`config.mk`:
```
export PLATFORM = sky130hd
export DESIGN_NAME = sub_serial_64
export DESIGN_NICKNAME = d
export VERILOG_FILES = /design/src/rtl/sub_serial_64.sv
export SDC_FILE = /design/constraint.sdc
export NUM_CORES = 1
export LEC_CHECK = 0
export CORE_ASPECT_RATIO = 1.4
export CORE_MARGIN = 2
export CORE_UTILIZATION = 50
export CTS_BUF_LIST = sky130_fd_sc_hd__clkbuf_8
export DETAILED_ROUTE_END_ITERATION = 7
export GPL_TIMING_DRIVEN = 0
export MAX_ROUTING_LAYER = met4
export PLACE_DENSITY = 0.88
export SETUP_SLACK_MARGIN = 0.4
export SYNTH_ARGS = -nofsm -noshare
export SYNTH_HDL_FRONTEND = slang
export SYNTH_SLANG_ARGS = --single-unit
export TNS_END_PERCENT = 30
```
`constraint.sdc`:
```
create_clock -name clock -period 8.3 [get_ports clock]
set_input_delay 1.245 -clock clock [delete_from_list [all_inputs] [get_ports clock]]
set_output_delay 1.245 -clock clock [all_outputs]
set_load 0.02 [all_outputs]
```
`src/rtl/sub_serial_64.sv`:
```
`default_nettype none
// ============================================================================
//  Module      : sub_serial_64
//  Description : Byte-serial packed-SIMD subtractor. One 64-bit operand pair
//                is accepted per request and processed one byte per cycle,
//                least-significant byte first. Element width selects how
//                borrows chain between bytes (8/16/32/64-bit lanes).
//  Ports       : clock, reset_n            - clock, async active-low reset
//                start_valid / start_ready - request handshake
//                source_element_0 / _1     - minuend / subtrahend vectors
//                element_width             - 00=8b, 01=16b, 10=32b, 11=64b
//                input_borrow              - borrow into every element
//                target_element            - difference vector
//                output_borrow             - borrow out per element
//                result_valid / result_ready - result handshake
//  Revision    : 1.0 - initial release
// ============================================================================
module sub_serial_64 (
    input  logic        clock,
    input  logic        reset_n,
    input  logic        start_valid,
    output logic        start_ready,
    input  logic [63:0] source_element_0,
    input  logic [63:0] source_element_1,
    input  logic [1:0]  element_width,
    input  logic        input_borrow,
    output logic [63:0] target_element,
    output logic [7:0]  output_borrow,
    output logic        result_valid,
    input  logic        result_ready
);

    typedef enum logic [1:0] {
        S_IDLE = 2'd0,
        S_RUN  = 2'd1,
        S_DONE = 2'd2
    } state_t;

    state_t      r_state;
    logic [63:0] r_a;
    logic [63:0] r_b;
    logic [1:0]  r_width;
    logic        r_bin;
    logic        r_carry;       // borrow out of the previous byte
    logic [2:0]  r_byte_idx;
    logic [63:0] r_target;
    logic [7:0]  r_out_borrow;
    logic        r_start_ready;
    logic        r_result_valid;

    logic [2:0]  w_mask;        // bytes-per-element minus one
    logic        w_low_byte;
    logic        w_top_byte;
    logic [2:0]  w_elem;
    logic        w_bin;
    logic [7:0]  w_a_byte;
    logic [7:0]  w_b_byte;
    logic [8:0]  w_diff9;

    always_comb begin
        w_mask = 3'b000;
        case (r_width)
            2'b00:   w_mask = 3'b000;
            2'b01:   w_mask = 3'b001;
            2'b10:   w_mask = 3'b011;
            default: w_mask = 3'b111;
        endcase
    end

    assign w_low_byte = ((r_byte_idx & w_mask) == 3'b000);
    assign w_top_byte = ((r_byte_idx & w_mask) == w_mask);
    assign w_elem     = r_byte_idx >> r_width;
    assign w_bin      = w_low_byte ? r_bin : r_carry;
    assign w_a_byte   = r_a[r_byte_idx*8 +: 8];
    assign w_b_byte   = r_b[r_byte_idx*8 +: 8];
    // 9-bit difference: bit 8 is set exactly when a < b + bin (unsigned).
    assign w_diff9    = {1'b0, w_a_byte} - {1'b0, w_b_byte} - {8'd0, w_bin};

    always_ff @(posedge clock or negedge reset_n) begin
        if (!reset_n) begin
            r_state        <= S_IDLE;
            r_a            <= 64'd0;
            r_b            <= 64'd0;
            r_width        <= 2'b00;
            r_bin          <= 1'b0;
            r_carry        <= 1'b0;
            r_byte_idx     <= 3'd0;
            r_target       <= 64'd0;
            r_out_borrow   <= 8'd0;
            r_start_ready  <= 1'b1;
            r_result_valid <= 1'b0;
        end else begin
            case (r_state)
                S_IDLE: begin
                    if (start_valid) begin
                        r_a           <= source_element_0;
                        r_b           <= source_element_1;
                        r_width       <= element_width;
                        r_bin         <= input_borrow;
                        r_carry       <= 1'b0;
                        r_byte_idx    <= 3'd0;
                        r_target      <= 64'd0;
                        r_out_borrow  <= 8'd0;
                        r_start_ready <= 1'b0;
                        r_state       <= S_RUN;
                    end
                end
                S_RUN: begin
                    r_target[r_byte_idx*8 +: 8] <= w_diff9[7:0];
                    r_carry                     <= w_diff9[8];
                    if (w_top_byte) begin
                        r_out_borrow[w_elem] <= w_diff9[8];
                    end
                    r_byte_idx <= r_byte_idx + 3'd1;
                    if (r_byte_idx == 3'd7) begin
                        r_result_valid <= 1'b1;
                        r_state        <= S_DONE;
                    end
                end
                S_DONE: begin
                    if (result_ready) begin
                        r_result_valid <= 1'b0;
                        r_start_ready  <= 1'b1;
                        r_state        <= S_IDLE;
                    end
                end
                default: begin
                    r_result_valid <= 1'b0;
                    r_start_ready  <= 1'b1;
                    r_state        <= S_IDLE;
                end
            endcase
        end
    end

    assign start_ready    = r_start_ready;
    assign result_valid   = r_result_valid;
    assign target_element = r_target;
    assign output_borrow  = r_out_borrow;

endmodule
`default_nettype wire
```
* Word-level counts from Yosys, hierarchy flattened
Index checks and enable logic that the tools add are counted.
Storage, ports and cells: output and inout port bits 74, input bits 135, bits in registers 211
Operators by class: add/sub/neg operators 4, magnitude comparators 2, bitwise gates (word level) 3, muxes and demuxes 24, shift-type cells 5, reduce and logical (&&, ||, !) cells 11, equal/unequal tests 10
Operator list (number):
- $pmux W64 S2 | 1
- $shiftx A64 B7 Y8 | 2
- $bwmux W64 | 1
- $mux W64 | 1
- $shift A8 B34 Y64 const A | 1
- $shiftx A8 B34 Y64 | 1
- $neg A6 Y34 | 1
- $mux W8 | 2
- $pmux W8 S2 | 1
- $reduce_and A3 Y1 | 4
- $pmux W3 S3 | 1
- $sub A8 B8 Y9 | 1
- $sub A9 B1 Y9 | 1
- $bwmux W8 | 1
- $ne A2 B2 Y1 const B | 4
- $mux W1 | 6
- $mux W2 | 3
- $pmux W1 S3 | 2
- $pmux W2 S3 | 1
- $pmux W3 S2 | 1
- $eq A2 B1 Y1 const B | 2
- $eq A2 B2 Y1 const B | 2
- $logic_not A2 Y1 | 2
- $lt A3 B4 Y1 const B | 1
- other kinds (14) | 16

* Longest topological paths before layout
Gate-level depths: netlist (run 1).
depth in word-level cells 9, gate-level depth with buffers 15, gate-level depth less buffers 11

* Least setup slack after synthesis (run 1)
No wires, ideal clock.
path kind register to register, from register r_byte_idx[0], to register r_out_borrow[2] (netlist: output_borrow[2]), data required time 8.168 ns, stages on the path, launching flop included 13, arrival time 3.384 ns, clock period less this slack 3.516 ns, buffers on the path 2, path slack 4.784 ns, library setup time 0.132 ns, cell sequence dfrtp_1 buf_2 buf_2 mux4_2 nand2_1 nand2_1 fa_1 fa_1 a21boi_0 o211ai_1 a21o_1 nand4_1 mux2i_1
On the way: word-level cells in the longest chain between the ends 8
Ends and longest elaborated chain:
- start: declaration | line 45 | logic [2:0] r_byte_idx;
- start signal: assignment | line 114 | r_byte_idx <= r_byte_idx + 3'd1;
- parallel branches: the longest is 8 deep, another holds $sub A8 B8 Y9
- end signal: indexed assignment | line 112 | r_out_borrow[w_elem] <= w_diff9[8];
- end: declaration | line 47 | logic [7:0] r_out_borrow;
Parallel ways; which one is timed is not known. The select of a mux whose other input is x is not followed. A chain may end at the register's enable or synchronous reset.

* Worst setup path after layout (run 1)
from register r_byte_idx[1], to register r_target[22] (netlist: target_element[22])
On the way: word-level cells in the longest chain between the ends 7
Ends and longest elaborated chain:
- parallel branches: the longest is 5 deep, another holds $sub A8 B8 Y9
- $bwmux W64 * | line 109 | r_target[r_byte_idx*8 +: 8] <= w_diff9[7:0];
- $pmux W64 S2 * | line 93 | case (r_state)
- end signal: indexed assignment | line 109
- end: declaration | line 46 | logic [63:0] r_target;
Every way passes the cells marked *.

==> metrics.md, run 1 <==
| Metric | Value |
|---|---|
| Die Area | 20600 um^2 |
| Die Ht | 169 um |
| Final instance area | 12900 um^2 |
| Worst r2r src | r_byte_idx[1] |
| Clk buf depth | 3 |
| Vias in the first global route | 8736 |
| CP peak stage delay | 0.78 ns |
| Drt wl/cell | 18.0 um |
| Die width | 122 um |
| Worst path slowest cell | xnor2_1 |
| YS warnings | 0 |
| Commonest cells after routing, fill and taps aside | nand2_1 (481), dfrtp_1 (210), clkdlybuf4s50_1 (207), o21ai_0 (53), clkbuf_8 (40) |
| WP buf/inv | 4 |
| Drt drc | 0 |
| Core area | 19100 um^2 |
| Grt ovf | 0 |
| Sequential share of the synthesized area | 54.2% |
| RSZ-0062 raised after global routing | false |
| FF+latch count, synth | 211 |
| Critical path launch point | r_byte_idx[1] |
| Total wire length | 27900 um |
| Setup TNS | 0 ns |
| Synth unique cells | 55 |
| Post-Route Skew | 0.0220 ns |
| Resized cells post-CTS | 0 |
| Number of setup buffers added after CTS | 0 |
| Final Net Count | 1435 |
| Slew HR | 34.9% |
| Worst min path class | reg -> reg |
| Last element of the critical path | target_element[22] |
| M1 GR Usage | 32.3% |
| WP data arrival | 5.14 ns |
| Endpoints failing hold | 0 |
| Critical Path RT | 8.68 ns |
| Post-synth top flop | dfrtp_1 |
| WP depth | 14 |
| TritonCTS buffer count | 31 |
| Register-to-Register Path Depth | 14 |
| Placer Congestion | 0.888 |
| Most Crowded Layer GR | met2 |
| Port Buffers | 208 |
| First-pass GRT wire length | 44300 um |
| Reg2reg setup slack | 3.54 ns |
| Crit-path cells | buf_6 -> clkbuf_1 -> clkbuf_1 -> mux4_2 -> nand2_1 -> nand2_1 -> ha_1 -> inv_1 -> ha_1 -> a21boi_0 -> o211ai_1 -> nand2_1 -> xnor2_1 -> o21ai_0 |
| # fillers | 1494 |
| Final-report max-slew violation count | 0 |
| Post-synth EDFFs | 0 |
| Met2 Use GR | 48.6% |
| Post-DP Area | 12200 um^2 |
| CTS tree | built |
| Ys async rst share | 100% |
| CTS sink cnt | 211 |
| Inserted Diodes | 0 |
| Syn_nets | 1193 |
| Worst skew pair latency | 0.56 ns |
| CTS clock-pin slew for the worst setup and hold paths | 0.07 ns |
| Num rows | 60 |
| Initial antenna violation count | 0 |
| Largest net degree at the start of global routing | 124 |
| Share of cells above drive strength 1 | 7.90% |
| Starting Density | 50.9% |
| Met3 usage | 3.13% |
| Crit path launch type | register |
| First-pass DRT Iterations | 5 |
| Final period utilization | 57.4% |
| Routed vias | 8574 |
| Commonest non-fill, non-tap cell in the layout | nand2_1 |
| Final Setup Violations | 0 |
| Via/cell ratio | 5.52 |
| Run status | finished, final reports clean |
| Post-DP HPWL | 20900 um |
| CP Max Fanout | 10 |
| FMAX | 210 MHz |
| Area of the multi-input gates | 4160 um^2 |
| Area Growth Syn to Fin | 32.1% |
| Cells after synthesis | 1037 |
| Family with the most delay on the worst path | buffers and inverters |
| Critical path type | reg -> reg |
| Most frequent CP cell | nand2_1 |
| Max-cap violations | 0 |
| Post-route ant nets | 0 |
| Mean post-synth cell area | 9.40 um^2 |
| Setup crit end kind | register |
| Final Util | 67.3% |
| Hold_buf cts | 0 |
| Clock Tree Root | clkbuf_8 |
| # IOs | 209 |
| Number of H-tree levels | 1 |
| Post-route insts no fill | 1552 |
| Reg-to-reg endpoint | target_element[22] |
| FF/Latch Area | 5280 um^2 |
| Least-Margin Pin Slew | 0.970 ns |
| Total global-route track usage | 28.3% |
| 1st-iter DRT viols | 576 |
| Period minus WS final | 4.76 ns |
| Mapped Area | 9750 um^2 |
| Placed insts | 1494 |
[through the flow]
step                      hold slack, ns  setup slack [ns]
after global routing               0.492              3.30
final                              0.472              3.54
after floorplan                    0.440              4.78
after CTS                          0.474              3.70
after detailed placement           0.457              3.75
after global placement             0.453             -2.35
[registers in the layout, indices dropped and copies added (netlist names)]
signal and count:
r_width 2, start_ready 1, output_borrow 8, r_byte_idx 3, target_element 64, result_valid 1, r_bin 1, r_a 64
r_b 64, r_state 2, r_carry 1
[worst register-to-register path: stages, from the launching register on]
cell and delay, ns:
dfrtp_1 0.42, buf_6 0.18, clkbuf_1 0.42, clkbuf_1 0.64, mux4_2 0.43, nand2_1 0.08, nand2_1 0.09, ha_1 0.29
inv_1 0.04, ha_1 0.37, a21boi_0 0.18, o211ai_1 0.31, nand2_1 0.12, xnor2_1 0.78, o21ai_0 0.24
[area by class of cell]
| class | count | area share, % |
|---|---|---|
| multi-input combinational | 749 | 32.3 |
| clock buffer | 40 | 4.27 |
| sequential | 211 | 41.0 |
| tap | 248 | 2.41 |
| timing repair buffer | 209 | 16.4 |
| buffer | 55 | 1.73 |
| clock inverter | 18 | 1.21 |
| inverter | 22 | 0.641 |
[layer usage]
layer / wire length (um) / share of wire [%]
met1: 10300 / 37
met5: 0 / 0
met4: 1600 / 5.7
met3: 1440 / 5.2
met2: 14500 / 52
[synthesized netlist by cell type, types with 3 or more instances]
cell | n | area (um^2)
nand2_1 | 481 | 1810
nor2_1 | 13 | 48.8
buf_2 | 7 | 35.0
nor3_1 | 6 | 30.0
buf_1 | 9 | 33.8
mux2i_1 | 17 | 170
clkbuf_1 | 38 | 143
a21oi_1 | 19 | 95.1
nand3b_1 | 4 | 30.0
inv_1 | 20 | 75.1
nand3_1 | 26 | 130
o31ai_1 | 11 | 82.6
o21ai_1 | 10 | 50.1
nand2b_1 | 3 | 18.8
ha_1 | 19 | 238
nor2b_1 | 4 | 25.0
nand4_1 | 7 | 43.8
mux4_2 | 32 | 721
or3_1 | 3 | 18.8
dfrtp_1 | 210 | 5260
a32o_1 | 3 | 30.0
o21ai_0 | 53 | 265
[cell families (layout without fill, tap and decap cells)]
logic type	count (synthesis)	in the layout	synth area share [%]
and+or+nand+nor	557	557	22.8
DFF	211	211	54.2
AOI/OAI and AO/OA	115	115	6.93
buffers and inverters	77	344	3.13
muxes	52	52	9.64
adders and majority gates	21	21	2.85
xor gates and xnor gates	4	4	0.436
[worst min path at each step]
stage                 start       to  slack [ns]  cells after the start
floorplan           r_a[16]  r_a[16]        0.44                      2
global route        r_a[40]  r_a[40]        0.49                      2
CTS                 r_a[28]  r_a[28]        0.47                      2
global placement    r_a[28]  r_a[28]        0.45                      2
detailed placement  r_a[28]  r_a[28]        0.46                      2
finish              r_a[28]  r_a[28]        0.47                      2
Power of run 1 is not shown: default switching activity piles up to over one toggle a cycle in this logic, so the estimate is an artifact.
==> run 2, diff against run 1 <==
--- a/config.mk
+++ b/config.mk
@@ -7,7 +7,7 @@
 export LEC_CHECK = 0
 export CORE_ASPECT_RATIO = 1.4
 export CORE_MARGIN = 2
-export CORE_UTILIZATION = 50
+export CORE_UTILIZATION = 48
 export CTS_BUF_LIST = sky130_fd_sc_hd__clkbuf_8
 export DETAILED_ROUTE_END_ITERATION = 7
 export GPL_TIMING_DRIVEN = 0
==> constraint.sdc (replaced) <==
create_clock -name clock -period 4.15 [get_ports clock]
set_input_delay 0.6225 -clock clock [delete_from_list [all_inputs] [get_ports clock]]
set_output_delay 0.6225 -clock clock [all_outputs]
set_load 0.02 [all_outputs]
==> metrics.md, run 2 (synthesis results as in run 1) <==
| Metric | Value |
|---|---|
| Run status | finished, final reports clean |
| Crit-path cells | buf_6 -> clkbuf_4 -> buf_4 -> mux4_2 -> mux2i_1 -> ha_1 -> inv_1 -> ha_1 -> clkbuf_1 -> nor2b_1 -> o2bb2ai_1 -> nor2b_1 -> o31ai_1 -> o21ai_0 |
| CTS clock-pin slew for the worst setup and hold paths | 0.07 ns (about the same) |
| Routed vias | 8524 (-0.58%) |
| Die Ht | 173 um (+2.0%) |
| Final Util | 65.0% (-2.3 points) |
| CP peak stage delay | 0.42 ns (-0.36 ns) |
| Final period utilization | 89.2% (+32 points) |
| Least-Margin Pin Slew | 0.904 ns (-0.0656 ns) |
| Total wire length | 27700 um (-0.63%) |
| Slew HR | 39.6% (+4.7 points) |
| Drt wl/cell | 17.8 um (-0.82%) |
| Reg2reg setup slack | 0.45 ns (-3.09 ns) |
| Die width | 124 um (+2.0%) |
| Initial antenna violation count | 0 (unchanged) |
| Port Buffers | 208 (unchanged) |
| First-pass GRT wire length | 44500 um (+0.45%) |
| Critical path type | reg -> reg |
| Placer Congestion | 0.861 (-3.1%) |
| Setup crit end kind | register |
| Area Growth Syn to Fin | 32.9% |
| Via/cell ratio | 5.48 (-0.77%) |
| Commonest cells after routing, fill and taps aside | nand2_1 (481), dfrtp_1 (209), clkdlybuf4s50_1 (207), o21ai_0 (53), clkbuf_8 (40) |
| Critical Path RT | 4.56 ns (-4.12 ns) |
| # fillers | 1504 (+0.67%) |
| Setup TNS | 0 ns (unchanged) |
| Worst path slowest cell | dfrtp_1 |
| Max-cap violations | 0 (unchanged) |
| Drt drc | 0 (unchanged) |
| Starting Density | 48.9% (-2.0 points) |
| FMAX | 270 MHz (+29%) |
| Num rows | 61 (+1.7%) |
| Die Area | 21500 um^2 (+4.1%) |
| Post-route ant nets | 0 (unchanged) |
| Worst skew pair latency | 0.57 ns (about the same) |
| Total global-route track usage | 26.4% (-1.9 points) |
| Commonest non-fill, non-tap cell in the layout | nand2_1 |
| CP Max Fanout | 10 (unchanged) |
| Final Net Count | 1435 (unchanged) |
| Largest net degree at the start of global routing | 129 (+4.0%) |
| RSZ-0062 raised after global routing | true |
| Number of setup buffers added after CTS | 0 (unchanged) |
| Final-report max-slew violation count | 0 (unchanged) |
| Inserted Diodes | 0 (unchanged) |
| Clock Tree Root | clkbuf_8 |
| Period minus WS final | 3.70 ns (-1.06 ns) |
| WHS | 0.0142 ns (-0.458 ns) |
| # IOs | 209 (unchanged) |
| Worst min path class | in -> async |
| CTS sink cnt | 211 (unchanged) |
| Vias in the first global route | 8731 (-0.057%) |
| Clk buf depth | 3 (unchanged) |
| Share of cells above drive strength 1 | 9.21% (+1.3 points) |
| Post-DP HPWL | 21000 um (+0.40%) |
| TritonCTS buffer count | 31 (unchanged) |
| WP data arrival | 4.11 ns (-1.03 ns) |
| Core area | 19900 um^2 (+4.1%) |
| Post-Route Skew | 0.0392 ns (+0.0172 ns) |
| Endpoints failing hold | 0 (unchanged) |
| Number of H-tree levels | 1 (unchanged) |
| CTS tree | built |
| Crit path launch type | register |
| 1st-iter DRT viols | 574 (-0.35%) |
| First-pass DRT Iterations | 6 (+1) |
| Grt ovf | 0 (unchanged) |
| Final Setup Violations | 0 (unchanged) |
[run 2: cell count changes in the layout (fill, tap and decap cells not counted), moves of 3 or more]
cell,delta
buf_2,-3
bufinv_16,-3
buf_8,+3
clkbuf_1,-3
[run 2: path summary, 6_finish.rpt]
check,start,endpoint,cells past startpoint
max in group asynchronous,reset_n,r_a[4],2
setup / recovery,r_byte_idx[1],target_element[63],14
setup reg to reg,r_byte_idx[1],target_element[63],14
hold reg to reg,r_a[52],r_a[52],2
hold / removal,reset_n,r_b[35],1
min in group clock,r_a[52],r_a[52],2
[run 2: timing repair]
| action | CTS | global route |
|---|---|---|
| pin swaps | 0 | 1 |
| setup endpoints to repair | 65 | 41 |
| hold buffers | 0 | 0 |
| resized for setup | 19 | 20 |
| endpoints found under the hold margin | 0 | 0 |
[run 2: stage by stage]
step / instance area (um^2) / setup slack, ns / std cells
3_3_place_gp: 12100 / -5.88 / 1497
3_5_place_dp: 12200 / -0.470 / 1498
2_1_floorplan: 9750 / 0.634 / 1037
5_1_grt: 13000 / 0.378 / 1555
4_1_cts: 12900 / 0.357 / 1555
6_report: 13000 / 0.449 / 1555
[run 2: worst max-delay path: cells and delay by family (launching register included)]
family / cells / cell delay [ns]
AOI/OAI and AO/OA: 3 / 0.66
adders and majority gates: 2 / 0.53
buffers and inverters: 5 / 0.96
DFF: 1 / 0.42
muxes: 2 / 0.58
and+or+nand+nor: 2 / 0.37
[run 2: area by class of cell]
type / instances / area, um^2 / share of cell area, %
Clock buffer: 40 / 551 / 4.25
Multi-Input combinational cell: 749 / 4250 / 32.8
Buffer: 55 / 275 / 2.13
Clock inverter: 17 / 83.8 / 0.647
Inverter: 22 / 82.6 / 0.638
Sequential cell: 211 / 5280 / 40.8
Tap cell: 252 / 315 / 2.43
Timing Repair Buffer: 209 / 2110 / 16.3
[run 2: metal layers]
| metal | track usage, % | vias to the layer above | share of wire (%) | wire, um |
|---|---|---|---|---|
| li1 | - | 3909 | - | - |
| met1 | 29.9 | 4125 | 37 | 10200 |
| met2 | 46.9 | 393 | 53 | 14700 |
| met3 | 2.97 | 97 | 5.3 | 1470 |
| met4 | 11.8 | 0 | 4.8 | 1330 |
| met5 | - | - | 0 | 0 |
Power of run 2 is left out for the same reason.
==> run 3, diff against run 2 <==
--- a/config.mk
+++ b/config.mk
@@ -5,14 +5,15 @@
 export SDC_FILE = /design/constraint.sdc
 export NUM_CORES = 1
 export LEC_CHECK = 0
+export CELL_PAD_IN_SITES_DETAIL_PLACEMENT = 0
+export CELL_PAD_IN_SITES_GLOBAL_PLACEMENT = 1
 export CORE_ASPECT_RATIO = 1.4
-export CORE_MARGIN = 2
-export CORE_UTILIZATION = 48
+export CORE_UTILIZATION = 36
 export CTS_BUF_LIST = sky130_fd_sc_hd__clkbuf_8
 export DETAILED_ROUTE_END_ITERATION = 7
 export GPL_TIMING_DRIVEN = 0
 export MAX_ROUTING_LAYER = met4
-export PLACE_DENSITY = 0.88
+export PLACE_DENSITY = 0.87
 export SETUP_SLACK_MARGIN = 0.4
 export SYNTH_ARGS = -nofsm -noshare
 export SYNTH_HDL_FRONTEND = slang
==> constraint.sdc (replaced) <==
create_clock -name clock -period 4.15 [get_ports clock]
set_input_delay 0.6225 -clock clock [delete_from_list [all_inputs] [get_ports clock]]
set_output_delay 0.6225 -clock clock [all_outputs]
set_load 0.005 [all_outputs]
==> metrics.md, run 3 (synthesis results as in run 1) <==
| Metric | Value |
|---|---|
| Post-DP HPWL | 21400 um (+1.8%) |
| Inserted Diodes | 0 (unchanged) |
| Reg2reg setup slack | 0.55 ns (+0.10 ns) |
| Final Net Count | 1447 (+0.84%) |
| Initial antenna violation count | 0 (unchanged) |
| Post-route ant nets | 0 (unchanged) |
| Final Setup Violations | 0 (unchanged) |
| Critical path type | reg -> reg |
| Post-DP Area | 12300 um^2 (+1.1%) |
| CTS sink cnt | 211 (unchanged) |
| Placer Congestion | 0.843 (-2.1%) |
| Largest net degree at the start of global routing | 110 (-15%) |
| Clock Tree Root | clkbuf_8 |
| # fillers | 2482 (+65%) |
| Area Growth Syn to Fin | 36.7% |
| Endpoints failing hold | 0 (unchanged) |
| Final instance area | 13300 um^2 (+2.9%) |
| TritonCTS buffer count | 35 (+13%) |
| Grt ovf | 0 (unchanged) |
| CTS tree | built |
| Run status | finished, final reports clean |
| Core area | 26400 um^2 (+32%) |
| Share of cells above drive strength 1 | 10.6% (+1.4 points) |
| Total wire length | 28700 um (+3.6%) |
| Port Buffers | 208 (unchanged) |
| Setup TNS | 0 ns (unchanged) |
| CP Max Fanout | 10 (unchanged) |
| CP peak stage delay | 0.46 ns (+0.04 ns) |
| Worst path slowest cell | fa_1 |
| Commonest non-fill, non-tap cell in the layout | nand2_1 |
| Drt wl/cell | 17.1 um (-3.9%) |
| WP depth | 15 (+1) |
| Number of H-tree levels | 2 (+1) |
| CTS clock-pin slew for the worst setup and hold paths | 0.07 ns (about the same) |
| FMAX | 278 MHz (+2.7%) |
| Commonest cells after routing, fill and taps aside | nand2_1 (480), dfrtp_1 (209), clkdlybuf4s50_1 (207), o21ai_0 (53), clkbuf_8 (44) |
| Final-report max-slew violation count | 0 (unchanged) |
| Period minus WS final | 3.60 ns (-0.0991 ns) |
| RSZ-0062 raised after global routing | false |
| Starting Density | 37.0% (-12 points) |
| # IOs | 209 (unchanged) |
| WP data arrival | 4.02 ns (-0.09 ns) |
| Total global-route track usage | 22.1% (-4.3 points) |
| Vias in the first global route | 8399 (-3.8%) |
| Die Ht | 197 um (+14%) |
| Worst skew pair latency | 0.54 ns (-0.03 ns) |
| Critical Path RT | 4.57 ns (about the same) |
| 1st-iter DRT viols | 358 (-38%) |
| Drt drc | 0 (unchanged) |
| Family with the most delay on the worst path | buffers and inverters |
| Routed vias | 8231 (-3.4%) |
| Crit-path cells | buf_6 -> clkbuf_4 -> buf_6 -> mux4_2 -> nand2_1 -> nand2_1 -> fa_2 -> fa_1 -> a21boi_1 -> o211ai_1 -> buf_4 -> a21o_1 -> nand4_1 -> buf_4 -> mux2i_1 |
| Post-Route Skew | 0.0284 ns (-0.0107 ns) |
| Slew HR | 40.4% (+0.76 points) |
| Worst min path class | in -> async |
| Hold_buf cts | 0 (unchanged) |
| Max-cap violations | 0 (unchanged) |
| Via/cell ratio | 4.91 (-10%) |
| Clk buf depth | 3 (unchanged) |
| Die width | 141 um (+13%) |
| Final period utilization | 86.8% (-2.4 points) |
| Setup crit end kind | register |
| First-pass DRT Iterations | 6 (unchanged) |
| Die Area | 27800 um^2 (+29%) |
| Least-Margin Pin Slew | 0.893 ns (-0.0113 ns) |
| WP buf/inv | 5 (unchanged) |
| Crit path launch type | register |
| First-pass GRT wire length | 45400 um (+2.1%) |
| Register-to-Register Path Depth | 15 (+1) |
| Num rows | 70 (+15%) |
==> run 3: area by class of cell <==
cell class                 count  area (um^2)  area share [%]
tap                          360          450            3.38
sequential                   211         5280            39.7
clock buffer                  44          606            4.55
timing repair buffer         217         2190            16.4
buffer                        55          277            2.08
multi-input combinational    749         4270            32.0
inverter                      22         82.6           0.620
clock inverter                19          171            1.29
==> run 3: per-layer routing <==
| metal | part of all wire (%) | track usage [%] | vias to the layer above | wire length (um) |
|---|---|---|---|---|
| met5 | 0 | - | - | 0 |
| met4 | 4.0 | 9.46 | 0 | 1140 |
| met3 | 4.7 | 2.72 | 65 | 1340 |
| met2 | 52 | 38.1 | 279 | 14800 |
| met1 | 40 | 25.9 | 3952 | 11400 |
| li1 | - | - | 3935 | - |
==> run 3: through the flow <==
step           hold WS, ns  instances  worst slack [ns]  utilization [%]
2_1_floorplan        0.327       1037             0.634                -
3_3_place_gp         0.453       1605             -6.20             46.6
3_5_place_dp         0.458       1606            -0.602             46.7
4_1_cts              0.137       1673             0.377             50.2
5_1_grt              0.168       1677             0.409             50.5
6_report             0.102       1677             0.548             50.5
==> run 3: worst paths after layout <==
kind	startpoint	to
worst min-delay path	reset_n	r_b[31]
min in group clock	r_a[26]	r_a[26]
worst max-delay path	r_byte_idx[1]	output_borrow[6]
worst min register to register	r_a[26]	r_a[26]
max in group asynchronous	reset_n	target_element[62]
worst max register to register	r_byte_idx[1]	output_borrow[6]
==> run 3: timing repair <==
item	4_1_cts	5_1_grt
buffers inserted	4	4
resized for setup	23	22
pin swaps	3	1
endpoints found under the setup margin	65	38
gates cloned	0	0
Power of run 3 is left out for the same reason.
